$ cat src/rtl/scmi_doorbell_irq_ctrl.sv
// Doorbell interrupt controller: edge-detects mailbox doorbell levels into pending flags and
// saturating counters, raises a masked irq, and serves round-robin claims over valid/ready.
module scmi_doorbell_irq_ctrl #(
  parameter int unsigned NUM_CH = 4,
  parameter int unsigned CNT_W  = 4,
  localparam int unsigned ID_W  = $clog2(NUM_CH)
) (
  input  logic              clk_i,
  input  logic              rst_i,
  input  logic [NUM_CH-1:0] doorbell_i,
  input  logic [NUM_CH-1:0] mask_i,
  output logic              irq_o,
  input  logic              claim_valid_i,
  output logic              claim_ready_o,
  output logic              resp_valid_o,
  input  logic              resp_ready_i,
  output logic [ID_W-1:0]   resp_id_o,
  output logic [CNT_W-1:0]  resp_cnt_o,
  output logic              resp_ovf_o
);

  typedef enum logic [0:0] {StIdle, StResp} state_e;

  localparam logic [CNT_W-1:0] CntMax = {CNT_W{1'b1}};

  state_e                         state_q, state_d;
  logic [NUM_CH-1:0]              prev_q;
  logic [NUM_CH-1:0]              pending_q, pending_d;
  logic [NUM_CH-1:0]              ovf_q, ovf_d;
  logic [NUM_CH-1:0][CNT_W-1:0]   cnt_q, cnt_d;
  logic [ID_W-1:0]                rr_q, rr_d;
  logic                           irq_q;
  logic [ID_W-1:0]                resp_id_q, resp_id_d;
  logic [CNT_W-1:0]               resp_cnt_q, resp_cnt_d;
  logic                           resp_ovf_q, resp_ovf_d;

  logic [NUM_CH-1:0] db_edge;
  logic [NUM_CH-1:0] eligible;
  logic [ID_W-1:0]   sel;
  logic              found;
  logic              claim_fire;
  int unsigned       idx;

  assign db_edge  = doorbell_i & ~prev_q;
  assign eligible = pending_q & mask_i;

  // Round-robin scan starting at rr_q, wrapping modulo NUM_CH.
  always_comb begin
    sel   = '0;
    found = 1'b0;
    idx   = 0;
    for (int unsigned i = 0; i < NUM_CH; i++) begin
      idx = int'(rr_q) + i;
      if (idx >= NUM_CH) idx = idx - NUM_CH;
      if (!found && eligible[idx]) begin
        found = 1'b1;
        sel   = ID_W'(idx);
      end
    end
  end

  always_comb begin
    state_d       = state_q;
    claim_ready_o = 1'b0;
    resp_valid_o  = 1'b0;
    unique case (state_q)
      StIdle: begin
        claim_ready_o = |eligible;
        if (claim_valid_i && claim_ready_o) state_d = StResp;
      end
      StResp: begin
        resp_valid_o = 1'b1;
        if (resp_ready_i) state_d = StIdle;
      end
      default: state_d = StIdle;
    endcase
  end

  assign claim_fire = claim_valid_i & claim_ready_o;

  always_comb begin
    pending_d  = pending_q;
    cnt_d      = cnt_q;
    ovf_d      = ovf_q;
    rr_d       = rr_q;
    resp_id_d  = resp_id_q;
    resp_cnt_d = resp_cnt_q;
    resp_ovf_d = resp_ovf_q;
    if (claim_fire) begin
      resp_id_d  = sel;
      resp_cnt_d = cnt_q[sel];
      resp_ovf_d = ovf_q[sel];
      rr_d       = (int'(sel) == NUM_CH - 1) ? '0 : sel + ID_W'(1);
    end
    for (int unsigned i = 0; i < NUM_CH; i++) begin
      if (claim_fire && (int'(sel) == i)) begin
        // A same-cycle edge survives the claim as a fresh single event.
        pending_d[i] = db_edge[i];
        cnt_d[i]     = db_edge[i] ? CNT_W'(1) : '0;
        ovf_d[i]     = 1'b0;
      end else if (db_edge[i]) begin
        pending_d[i] = 1'b1;
        if (cnt_q[i] == CntMax) ovf_d[i] = 1'b1;
        else                    cnt_d[i] = cnt_q[i] + CNT_W'(1);
      end
    end
  end

  always_ff @(posedge clk_i) begin
    if (rst_i) begin
      state_q    <= StIdle;
      prev_q     <= '0;
      pending_q  <= '0;
      cnt_q      <= '0;
      ovf_q      <= '0;
      rr_q       <= '0;
      irq_q      <= 1'b0;
      resp_id_q  <= '0;
      resp_cnt_q <= '0;
      resp_ovf_q <= 1'b0;
    end else begin
      state_q    <= state_d;
      prev_q     <= doorbell_i;
      pending_q  <= pending_d;
      cnt_q      <= cnt_d;
      ovf_q      <= ovf_d;
      rr_q       <= rr_d;
      irq_q      <= |eligible;
      resp_id_q  <= resp_id_d;
      resp_cnt_q <= resp_cnt_d;
      resp_ovf_q <= resp_ovf_d;
    end
  end

  assign irq_o      = irq_q;
  assign resp_id_o  = resp_id_q;
  assign resp_cnt_o = resp_cnt_q;
  assign resp_ovf_o = resp_ovf_q;

endmodule

$ cat config.mk
export PLATFORM = sky130hd
export DESIGN_NAME = scmi_doorbell_irq_ctrl
export DESIGN_NICKNAME = d
export VERILOG_FILES = /design/src/rtl/scmi_doorbell_irq_ctrl.sv
export SDC_FILE = /design/constraint.sdc
export NUM_CORES = 1
export LEC_CHECK = 0
export ABC_AREA = 1
export CAP_MARGIN = 20
export CORE_MARGIN = 2
export CORE_UTILIZATION = 35
export DETAILED_ROUTE_END_ITERATION = 10
export PLACE_DENSITY = 0.64
export SYNTH_ARGS = -nofsm -noshare
export SYNTH_HDL_FRONTEND = slang
export SYNTH_SLANG_ARGS = --single-unit
$ cat constraint.sdc
create_clock -name clk_i -period 1.5 [get_ports clk_i]
set_input_delay 0.225 -clock clk_i [delete_from_list [all_inputs] [get_ports clk_i]]
set_output_delay 0.225 -clock clk_i [all_outputs]
set_load 0.1 [all_outputs]
Word-level counts from Yosys, hierarchy flattened
Cells that the tools add are included. W data, S select, Z words.

Register bits after elaboration: 39. Bits in latches: 0. RAM bits: 0. Memory bits (read-only): 0. Output and inout port bits: 10. Logic and storage cells: 138. Memories kept: 0.

$add $sub $neg: 12. Multipliers: 0. Divide/modulo/power cells: 0. Magnitude comparators: 9. Equality and inequality tests: 11. Shifts and indexed selects: 0. Muxes and demuxes: 53. Bitwise gates (word level): 5. Reductions and logical operators: 29.

Operators by type and width (count): $lt A32 B3 Y1 const B (4); $mux W32 (4); $mux W4 (13); $mux W1 (24); $add A4 B1 Y4 const B (4); $eq A4 B4 Y1 const B (4); $reduce_and A2 Y1 (8); $sub A3 B3 Y4 const B (3); $bmux W1 S2 (5); $mux W2 (5); $ge A3 B3 Y1 const B (3); $and A4 B4 Y4 (2); $bmux W4 S2 (1); $logic_and A1 B1 Y1 (8); $ne A2 B2 Y1 const B (4); $reduce_bool A2 Y1 (4); $reduce_or A2 Y1 (4); $add A2 B2 Y3 const B (2); $eq A2 B2 Y1 const B (2); $not A4 Y4 (1); $reduce_or A4 Y1 (1); $sub A2 B3 Y4 const B (1); $add A2 B1 Y3 const B (1); $ge A2 B3 Y1 const B (1); other kinds (8) (10).

Longest topological paths before layout
Gate-level depths: netlist of the first run.

Word-level depth: 18. Mapped depth: 17. Depth with buffers taken out: 15.

Worst setup path before layout of the first run
Ideal clock, no wire load.

Path kind: reg-to-reg. From: reg state_q. To: reg resp_cnt_q[0] (netlist: resp_cnt_o[0]). Setup time: 119 ps. Data arrival time: 3126 ps. Required time: 1381 ps. Setup slack: -1745 ps. Stages on the path, launching flop included: 8. Buffers on the path: 1. Clock period less this slack: 3245 ps. Path through: dfxtp_1 nor2_1 nand2_1 inv_2 clkbuf_1 nand2_1 nor2_1 nor2_1.

Longest elaborated chain between the ends: 2.

Ends and longest elaborated chain: from (decl) (RTL line 26) `state_e state_q, state_d;`; from (signal assigned) (RTL line 111) `state_q <= StIdle;`; from (signal assigned) (RTL line 122) `state_q <= state_d;`; $mux W1 (RTL line 66) `unique case (state_q)`; named net claim_ready_o (RTL line 14) `output logic claim_ready_o,`; $and A1 B1 Y1 (RTL line 79) `assign claim_fire = claim_valid_i & claim_ready_o;`; to (signal assigned) (RTL line 130) `resp_cnt_q <= resp_cnt_d;`; to (decl) (RTL line 34) `logic [CNT_W-1:0] resp_cnt_q, resp_cnt_d;`.

The timed path passes the listed nets, and every way through them passes these cells. A chain may end at the register's enable or synchronous reset.

Worst setup path in the final report of the first run
From: reg rr_q[0]. To: reg cnt_q[8] (netlist name).

Longest elaborated chain between the ends: 18. Elaborated cells on any way between the ends: 42.

Ends and longest elaborated chain: from (decl) (RTL line 31) `logic [ID_W-1:0] rr_q, rr_d;`; from (signal assigned) (RTL line 127) `rr_q <= rr_d;`; parallel branches: the longest is 13 deep, another holds $sub A3 B3 Y4; $mux W2 (*) (RTL line 55) `if (!found && eligible[idx]) begin`; $eq A2 B2 Y1 (*) (RTL line 96) `if (claim_fire && (int'(sel) == i)) begin`; $logic_and A1 B1 Y1 (*) (RTL line 96); $ne A2 B2 Y1 (no source line) or $reduce_bool A2 Y1 (tied branches); $reduce_and A2 Y1 (no source line); to (signal assigned) (RTL line 125) `cnt_q <= cnt_d;`; to (decl) (RTL line 30) `logic [NUM_CH-1:0][CNT_W-1:0] cnt_q, cnt_d;`.

Mark *: on every way between the ends. The select of a mux whose other input is x is not followed.

==> key figures, run 1 <==
Outcome
  – Status: complete, but fails checks
  – Failing checks: negative setup slack

Timing
  – Crit path time final: around 1.9 ns
  – Hold Fails Final Rpt: 0
  – Worst relative slew slack: between 80 and 90%
  – Hold WS: between 0.4 and 0.5 ns
  – Period utilisation layout: 128.0%
  – Slew Limit Fails: 0
  – Final setup violation count: 34
  – Worst Tran Pin Value: ~0.26 ns
  – RSZ-0062 raised after global routing: true
  – Final worst slack: -0.4204 ns
  – Final Skew: about 0.0082 ns
  – FMAX: 520.7 MHz

Pwr
  – Maximum vdd ir drop: around 0.69 mV
  – Final Power: approximately 3.5 mW
  – Leakage Power: around 1.5 nW
  – PwrDens: 1047 mW/mm^2

Layout
  – Area growth, synth to finish: 57.26%
  – Leading cell type in the layout, fill and taps excluded: nand2_1
  – Filler cell count in the final layout: approximately 530
  – Most frequent cells in the layout: nand2_1, buf_4, nand3_1, dfxtp_1, nor2_1
  – Final instance area: about 0.0034 mm^2
  – # diodes: 0
  – Share of layout cells above drive strength 1: about two fifths
  – Post-layout nets: 404

Synth
  – Synth Instances: around 320
  – Net count after synthesis: 335
  – Avg Inst Size Synth: just under 7 um^2
  – Syn Std Cell Area: 0.002155 mm^2
  – Top cells by area, synth: dfxtp_1, nand2_1, nand3_1
  – Yosys top cell area share: 36.24%
  – Synth area leader: dfxtp_1
  – Synth Register Bits: 39
  – Yosys cell types: 25
  – Sequential element share of the synthesized area: between 30% and 40%
  – Synth warnings: 0

CTS
  – TritonCTS clock tree: done
  – Clk root buf: clkbuf_8
  – Clk slew on worst S/H paths: about 0.08 ns
  – CTS buffer count: 5
  – Clock Path Buffers: 2
  – Worst-Skew Late Latency: between 0.2 and 0.3 ns
  – Clk sinks: 39
  – CTS H-tree lvls: 2

Setup path
  – Crit path max fanout: 8
  – Worst EP required: 1.69 ns
  – R2R depth: 13
  – Data arrival, critical path: about 2.1 ns
  – Worst r2r dst: cnt_q[8]
  – Crit. End Element: flip-flop
  – Critical Path Start Type: flip-flop
  – R2R setup slack: -0.42 ns
  – Critical R2R Launch: rr_q[0]
  – Crit Path Category: flip-flop to flip-flop

Detailed routing
  – Wirelength per Cell: between 10 and 15 um
  – DRC: 0
  – DR iter-0 viols: 85
  – Vias/cell: 4.877
  – Vias post-DR: 2263
  – Drt total wl: a little under 6 mm
  – Final ANT Viol Nets: 0
  – First-pass detailed-route iteration total: 4

Floorplanning
  – Die width: ~82 um
  – # rows: 28
  – # IOs: 22
  – Starting density of the core: 36.39%
  – Total core area: roughly 0.0059 mm^2
  – Die Footprint: 0.006800 mm^2
  – Die height: slightly above 80 um

Placement
  – Placed Area: 0.002893 mm^2
  – Placer Congestion: between 0.8 and 0.9
  – PortBufs: 21
  – Detailed Place HPWL: about 4 mm

Global routing
  – Initial antenna violation count: 0
  – GRT overflow: 0
  – First-pass GRT wire length: about 10 mm
  – Pin count of the biggest net entering global routing: 16
  – Vias in the first global route: between 2k and 2.5k
  – GRT Overall Usage: between 10% and 20%

Hold path
  – Min-Delay Path Class: flip-flop to flip-flop
  – Hold EP: ovf_q[1]
  – Worst hold start: ovf_q[1]
  – Hold path depth: 2

Flow run
  – Max cap viols: 0
[critical path: stages (launching register included)]
cell and delay, ns:
dfxtp_4 0.44, buf_12 0.13, nand3_1 0.11, nand3_2 0.12, nand2_4 0.09, nand3_1 0.12
nand2_2 0.08, nand2_2 0.10, nand2_4 0.10, buf_6 0.14, nor2_4 0.13, nor2_2 0.05
o21ai_1 0.14, nand2_1 0.07
[Yosys cell counts (all sizes together)]
master and n:
nand4 18, ha 4, o21ai 9, dfxtp 39, nor2 44, nand3 49
a21boi 1, nor3 1, nand3b 1, inv 28, nand2 92, clkbuf 3
xor2 8, a21oi 16, buf 6
[flip-flops by register name, summed over array words and instances, names as in the netlist]
register / cells
cnt_q: 16
ovf_q: 4
pending_q: 4
prev_q: 4
resp_cnt_o: 4
resp_id_o: 2
rr_q: 2
irq_o: 1
resp_ovf_o: 1
state_q: 1
[repair_timing]
item / in CTS / in global routing
gates cloned: 1 / 0
endpoints found under the setup margin: 34 / 34
setup buffers: 6 / 4
gates resized for setup: 55 / 25
pin swaps: 19 / 21
hold buffers: 0 / 0
[cell families (layout without fill, tap and decap cells)]
family                   after synthesis  in the layout  share of synthesized area [%]
AO/OA/AOI/OAI                         26             26                          6.330
XOR/XNOR                               8              8                          3.252
adder cells (fa/ha/maj)                4              4                          2.323
buffers and inverters                 37            107                          8.013
flip-flops                            39             39                          36.24
AND/OR/NAND/NOR                      205            205                          43.84
[per-stage QoR]
step           setup TNS, ns  std cells  setup slack (ns)  utilization [%]
2_1_floorplan         -7.756        319           -0.3335                -
3_3_place_gp          -17.19        445           -0.6088            48.86
3_5_place_dp          -18.86        445           -0.6302            48.86
4_1_cts               -8.719        460           -0.3562            55.11
5_1_grt               -13.98        464           -0.5321            57.23
6_report              -10.65        464           -0.4204            57.23
[area by class of cell]
cell class / instances / area (um^2) / area share, %
inverter: 28 / 117.6 / 3.471
timing repair buffer: 71 / 773.2 / 22.82
clock buffer: 5 / 68.82 / 2.031
clock inverter: 3 / 43.79 / 1.292
multi-input combinational: 243 / 1491 / 44.02
tap: 75 / 93.84 / 2.770
sequential: 39 / 799.5 / 23.60
[worst max-delay path by stage]
stage	from	endpoint	slack (ns)	cells after the start
after floorplan	pending_q[1]	pending_q[2]	-0.33	11
after global placement	mask_i[2]	cnt_q[9]	-0.61	15
after detailed placement	mask_i[3]	cnt_q[0]	-0.63	14
after CTS	rr_q[0]	pending_q[2]	-0.36	15
after global routing	rr_q[0]	cnt_q[0]	-0.53	15
final	rr_q[0]	cnt_q[8]	-0.42	13
[per-layer routing]
metal  global-route usage, %  share of wire, %  wire [um]
met1                   24.48                46       2645
met2                   30.89                49       2835
met3                   3.587               3.7        217
met4                   5.167               1.7        100
met5                       0                 0          0
[power by group]
part / switching [mW] / internal, mW
clock network: 0.389 / 0.495
registers: 0.0828 / 1.10
logic: 0.829 / 0.653
total: 1.30 / 2.25
(Power assumes the default switching activity.)
==> run 2, diff against run 1 <==
Settings changed: ABC_AREA 1 to unset, CORE_MARGIN 2 to 8.
==> run 2 against run 1 <==
  * The run still ends with negative setup slack left
  * Utilization grew 0.63 points
  * Clock power is 23% lower
  * Register-to-register slack better by 0.27 ns
  * Flip-flop and latch count stayed put
  * Critical path depth shrank 6
  * Cell area decreased by 7.1%
  * Global-route usage shrank 4.8 points
  * Sequential share of layout area grew 1.8 points
  * Wire length fell by 1.4%
  * Critical endpoint is now cnt_q[2]
  * Highest routed layer unchanged
==> key figures, run 2 <==
Pwr
  – Internal power: 1.815 mW (was 2.248 mW)
  – Psw: 0.8276 mW (was 1.301 mW)
  – Clock Power Share: 25.8% (was 24.9%)
  – Maximum vdd ir drop: 0.4416 mV (was 0.6933 mV)
  – Comb pwr share: 31.3% (was 41.8%)
  – PwrDens: 839.7 mW/mm^2 (was 1047 mW/mm^2)
  – Sequential share of power: 42.9% (was 33.3%)
  – Leakage Power: 1.224 nW (was 1.520 nW)
  – Switch share: 31.32% (was 36.65%)

Synth
  – Predominant post-synthesis flop cell: dfxtp_1 (unchanged)
  – Net count after synthesis: 234 (was 335)
  – Sequential element share of the synthesized area: 40.10% (was 36.24%)
  – Post-synth ARST share: 0% (unchanged)
  – Top cells by area, synth: dfxtp_1, mux2i_1, nor2_1 (was dfxtp_1, nand2_1, nand3_1)
  – Avg Inst Size Synth: 8.931 um^2 (was 6.754 um^2)
  – Yosys cell types: 48 (was 25)
  – Syn Std Cell Area: 0.001947 mm^2 (was 0.002155 mm^2)
  – Synth Instances: 218 (was 319)
  – Yosys top cell area share: 40.10% (was 36.24%)
  – Synth Register Bits: 39 (unchanged)
  – Synth cell count leaders: dfxtp_1, nor2_1, mux2i_1 (was nand2_1, nand3_1, nor2_1)
  – EDFF count, synth: 0 (unchanged)
  – Count leader, synth: dfxtp_1 (was nand2_1)
  – Synth area leader: dfxtp_1 (unchanged)
  – Synth warnings: 0 (unchanged)

Hold path
  – Min-Delay Path Class: flip-flop to flip-flop (unchanged)

Global routing
  – GRT Overall Usage: 13.74% (was 18.58%)
  – Initial antenna violation count: 0 (unchanged)
  – Pin count of the biggest net entering global routing: 12 (was 16)
  – GRT overflow: 0 (unchanged)
  – Vias in the first global route: 1930 (was 2148)
  – First-pass GRT wire length: 9.259 mm (was 9.777 mm)

CTS
  – Clk sinks: 39 (unchanged)
  – Worst-Skew Late Latency: 0.29 ns (about the same)
  – CTS buffer count: 5 (unchanged)
  – CTS H-tree lvls: 2 (unchanged)
  – Clk slew on worst S/H paths: 0.07 ns (was 0.08 ns)
  – Clock Path Buffers: 2 (unchanged)
  – Cts hold-fix bufs: 0 (unchanged)
  – TritonCTS clock tree: done (unchanged)
  – Clk root buf: clkbuf_8 (unchanged)

Floorplanning
  – Starting density of the core: 35.79% (was 36.39%)
  – Die Footprint: 0.008205 mm^2 (was 0.006800 mm^2)
  – Total core area: 0.005439 mm^2 (was 0.005921 mm^2)
  – # IOs: 22 (unchanged)
  – # rows: 27 (was 28)
  – Die width: 90.58 um (was 82.46 um)
  – Die height: 90.58 um (was 82.46 um)

Timing
  – Hold Fails Final Rpt: 0 (unchanged)
  – Final setup violation count: 32 (was 34)
  – Crit path time final: 1.652 ns (was 1.920 ns)
  – Final Skew: 0.005296 ns (was 0.008240 ns)
  – FMAX: 605.3 MHz (was 520.7 MHz)
  – Slew Limit Fails: 0 (unchanged)
  – Worst Tran Pin Value: 0.3423 ns (was 0.2596 ns)
  – Period utilisation layout: 110.1% (was 128.0%)
  – RSZ-0062 raised after global routing: true (unchanged)
  – Worst relative slew slack: 77.01% (was 82.69%)
  – Final worst slack: -0.1520 ns (was -0.4204 ns)

Layout
  – Filler cell count in the final layout: 470 (was 528)
  – # diodes: 0 (unchanged)
  – Area growth, synth to finish: 61.63% (was 57.26%)
  – Post-layout nets: 311 (was 404)
  – Largest register FFs: 16 (unchanged)
  – Leading cell type in the layout, fill and taps excluded: buf_4 (was nand2_1)
  – Most frequent cells in the layout: buf_4, dfxtp_1, nor2_1 (was nand2_1, buf_4, nand3_1, dfxtp_1, nor2_1)
  – Biggest register: cnt_q (unchanged)
  – Share of layout cells above drive strength 1: 42.23% (was 39.33%)
  – Final non-filler cell total: 368 (was 464)

Detailed routing
  – Vias/cell: 5.288 (was 4.877)
  – Wirelength per Cell: 15.54 um (was 12.50 um)
  – DR iter-0 viols: 159 (was 85)
  – First-pass detailed-route iteration total: 4 (unchanged)
  – Drt total wl: 5.717 mm (was 5.798 mm)
  – Final ANT Viol Nets: 0 (unchanged)
  – DRC: 0 (unchanged)
  – Vias post-DR: 1946 (was 2263)

Setup path
  – Crit path max fanout: 5 (was 8)
  – Crit. End Element: flip-flop (unchanged)
  – Critical Path Start Type: flip-flop (unchanged)
  – Crit Path Category: flip-flop to flip-flop (unchanged)
  – Worst EP required: 1.70 ns (was 1.69 ns)
  – Data arrival, critical path: 1.85 ns (was 2.11 ns)

Placement
  – Detailed Place HPWL: 3.875 mm (was 4.096 mm)
  – DP Cell Count: 349 (was 445)
  – Placer Congestion: 0.8675 (was 0.8848)
  – PortBufs: 21 (unchanged)
  – DP Worst Slack: -0.6117 ns (was -0.6302 ns)

Outcome
  – Status: complete, but fails checks (unchanged)
  – Failing checks: negative setup slack (unchanged)

Flow run
  – Max cap viols: 0 (unchanged)
run 2: per-stage QoR:
step / hold slack (ns) / setup TNS, ns / util [%] / area, um^2 / total power, mW
detailed placement: 0.4815 / -16.52 / 49.51 / 2693 / 1.812
CTS: 0.4992 / -2.237 / 55.88 / 3039 / 2.593
global route: 0.5048 / -5.237 / 57.86 / 3147 / 2.750
global placement: 0.4786 / -16.24 / 49.51 / 2693 / 1.802
finish: 0.4999 / -3.031 / 57.86 / 3147 / 2.642
floorplan: 0.3532 / -0.1602 / - / 1996 / 1.520
run 2: area by class of cell:
type / instances / area, um^2 / share of cell area, %
Clock buffer: 7 / 76.32 / 2.425
Clock inverter: 1 / 5.005 / 0.1590
Inverter: 5 / 18.77 / 0.5964
Multi-Input combinational cell: 166 / 1364 / 43.34
Sequential cell: 39 / 798.3 / 25.37
Tap cell: 72 / 90.09 / 2.863
Timing Repair Buffer: 78 / 794.5 / 25.25
run 2: kinds of logic after synthesis:
logic type	count (synthesis)	share of synthesized area, %
flops	39	40.10
simple gates	92	26.29
compound gates	52	18.77
xor+xnor	4	1.800
buf+inv	13	3.278
mux	14	7.198
fa+ha+maj	4	2.571
run 2: final timing paths:
check	from	endpoint	slack, ns	cells past startpoint
worst min-delay path	resp_id_o[0]	resp_id_o[0]	0.50	2
worst min register to register	resp_id_o[0]	resp_id_o[0]	0.50	2
worst max register to register	rr_q[1]	cnt_q[2]	-0.15	7
worst max-delay path	rr_q[1]	cnt_q[2]	-0.15	7
run 2: layer usage:
layer | vias up | wire, um | global-route usage (%)
met1 | 920 | 2564 | 16.15
met2 | 49 | 2745 | 22.78
met3 | 13 | 265 | 3.741
met5 | - | 0 | 0
met4 | 0 | 142 | 5.964
li1 | 964 | - | -
run 2: critical path, cell delays in order, from the launching register on:
cell,delay [ns]
dfxtp_4,0.38
and3b_1,0.20
o21a_4,0.22
nor3_4,0.22
buf_6,0.13
nor3_4,0.03
buf_6,0.13
nor4_1,0.23
run 2: power groups by stage:
stage | sequential, mW | clock (mW) | combinational (mW)
2_1_floorplan | 1.21 | 0 | 0.310
3_3_place_gp | 1.15 | 0 | 0.650
3_5_place_dp | 1.15 | 0 | 0.660
4_1_cts | 1.13 | 0.693 | 0.770
5_1_grt | 1.14 | 0.737 | 0.876
6_report | 1.13 | 0.682 | 0.828
run 2: timing repair:
item,4_1_cts,5_1_grt
setup buffers,7,5
setup endpoints to repair,33,33
gates resized for setup,55,17
pin swaps,35,17
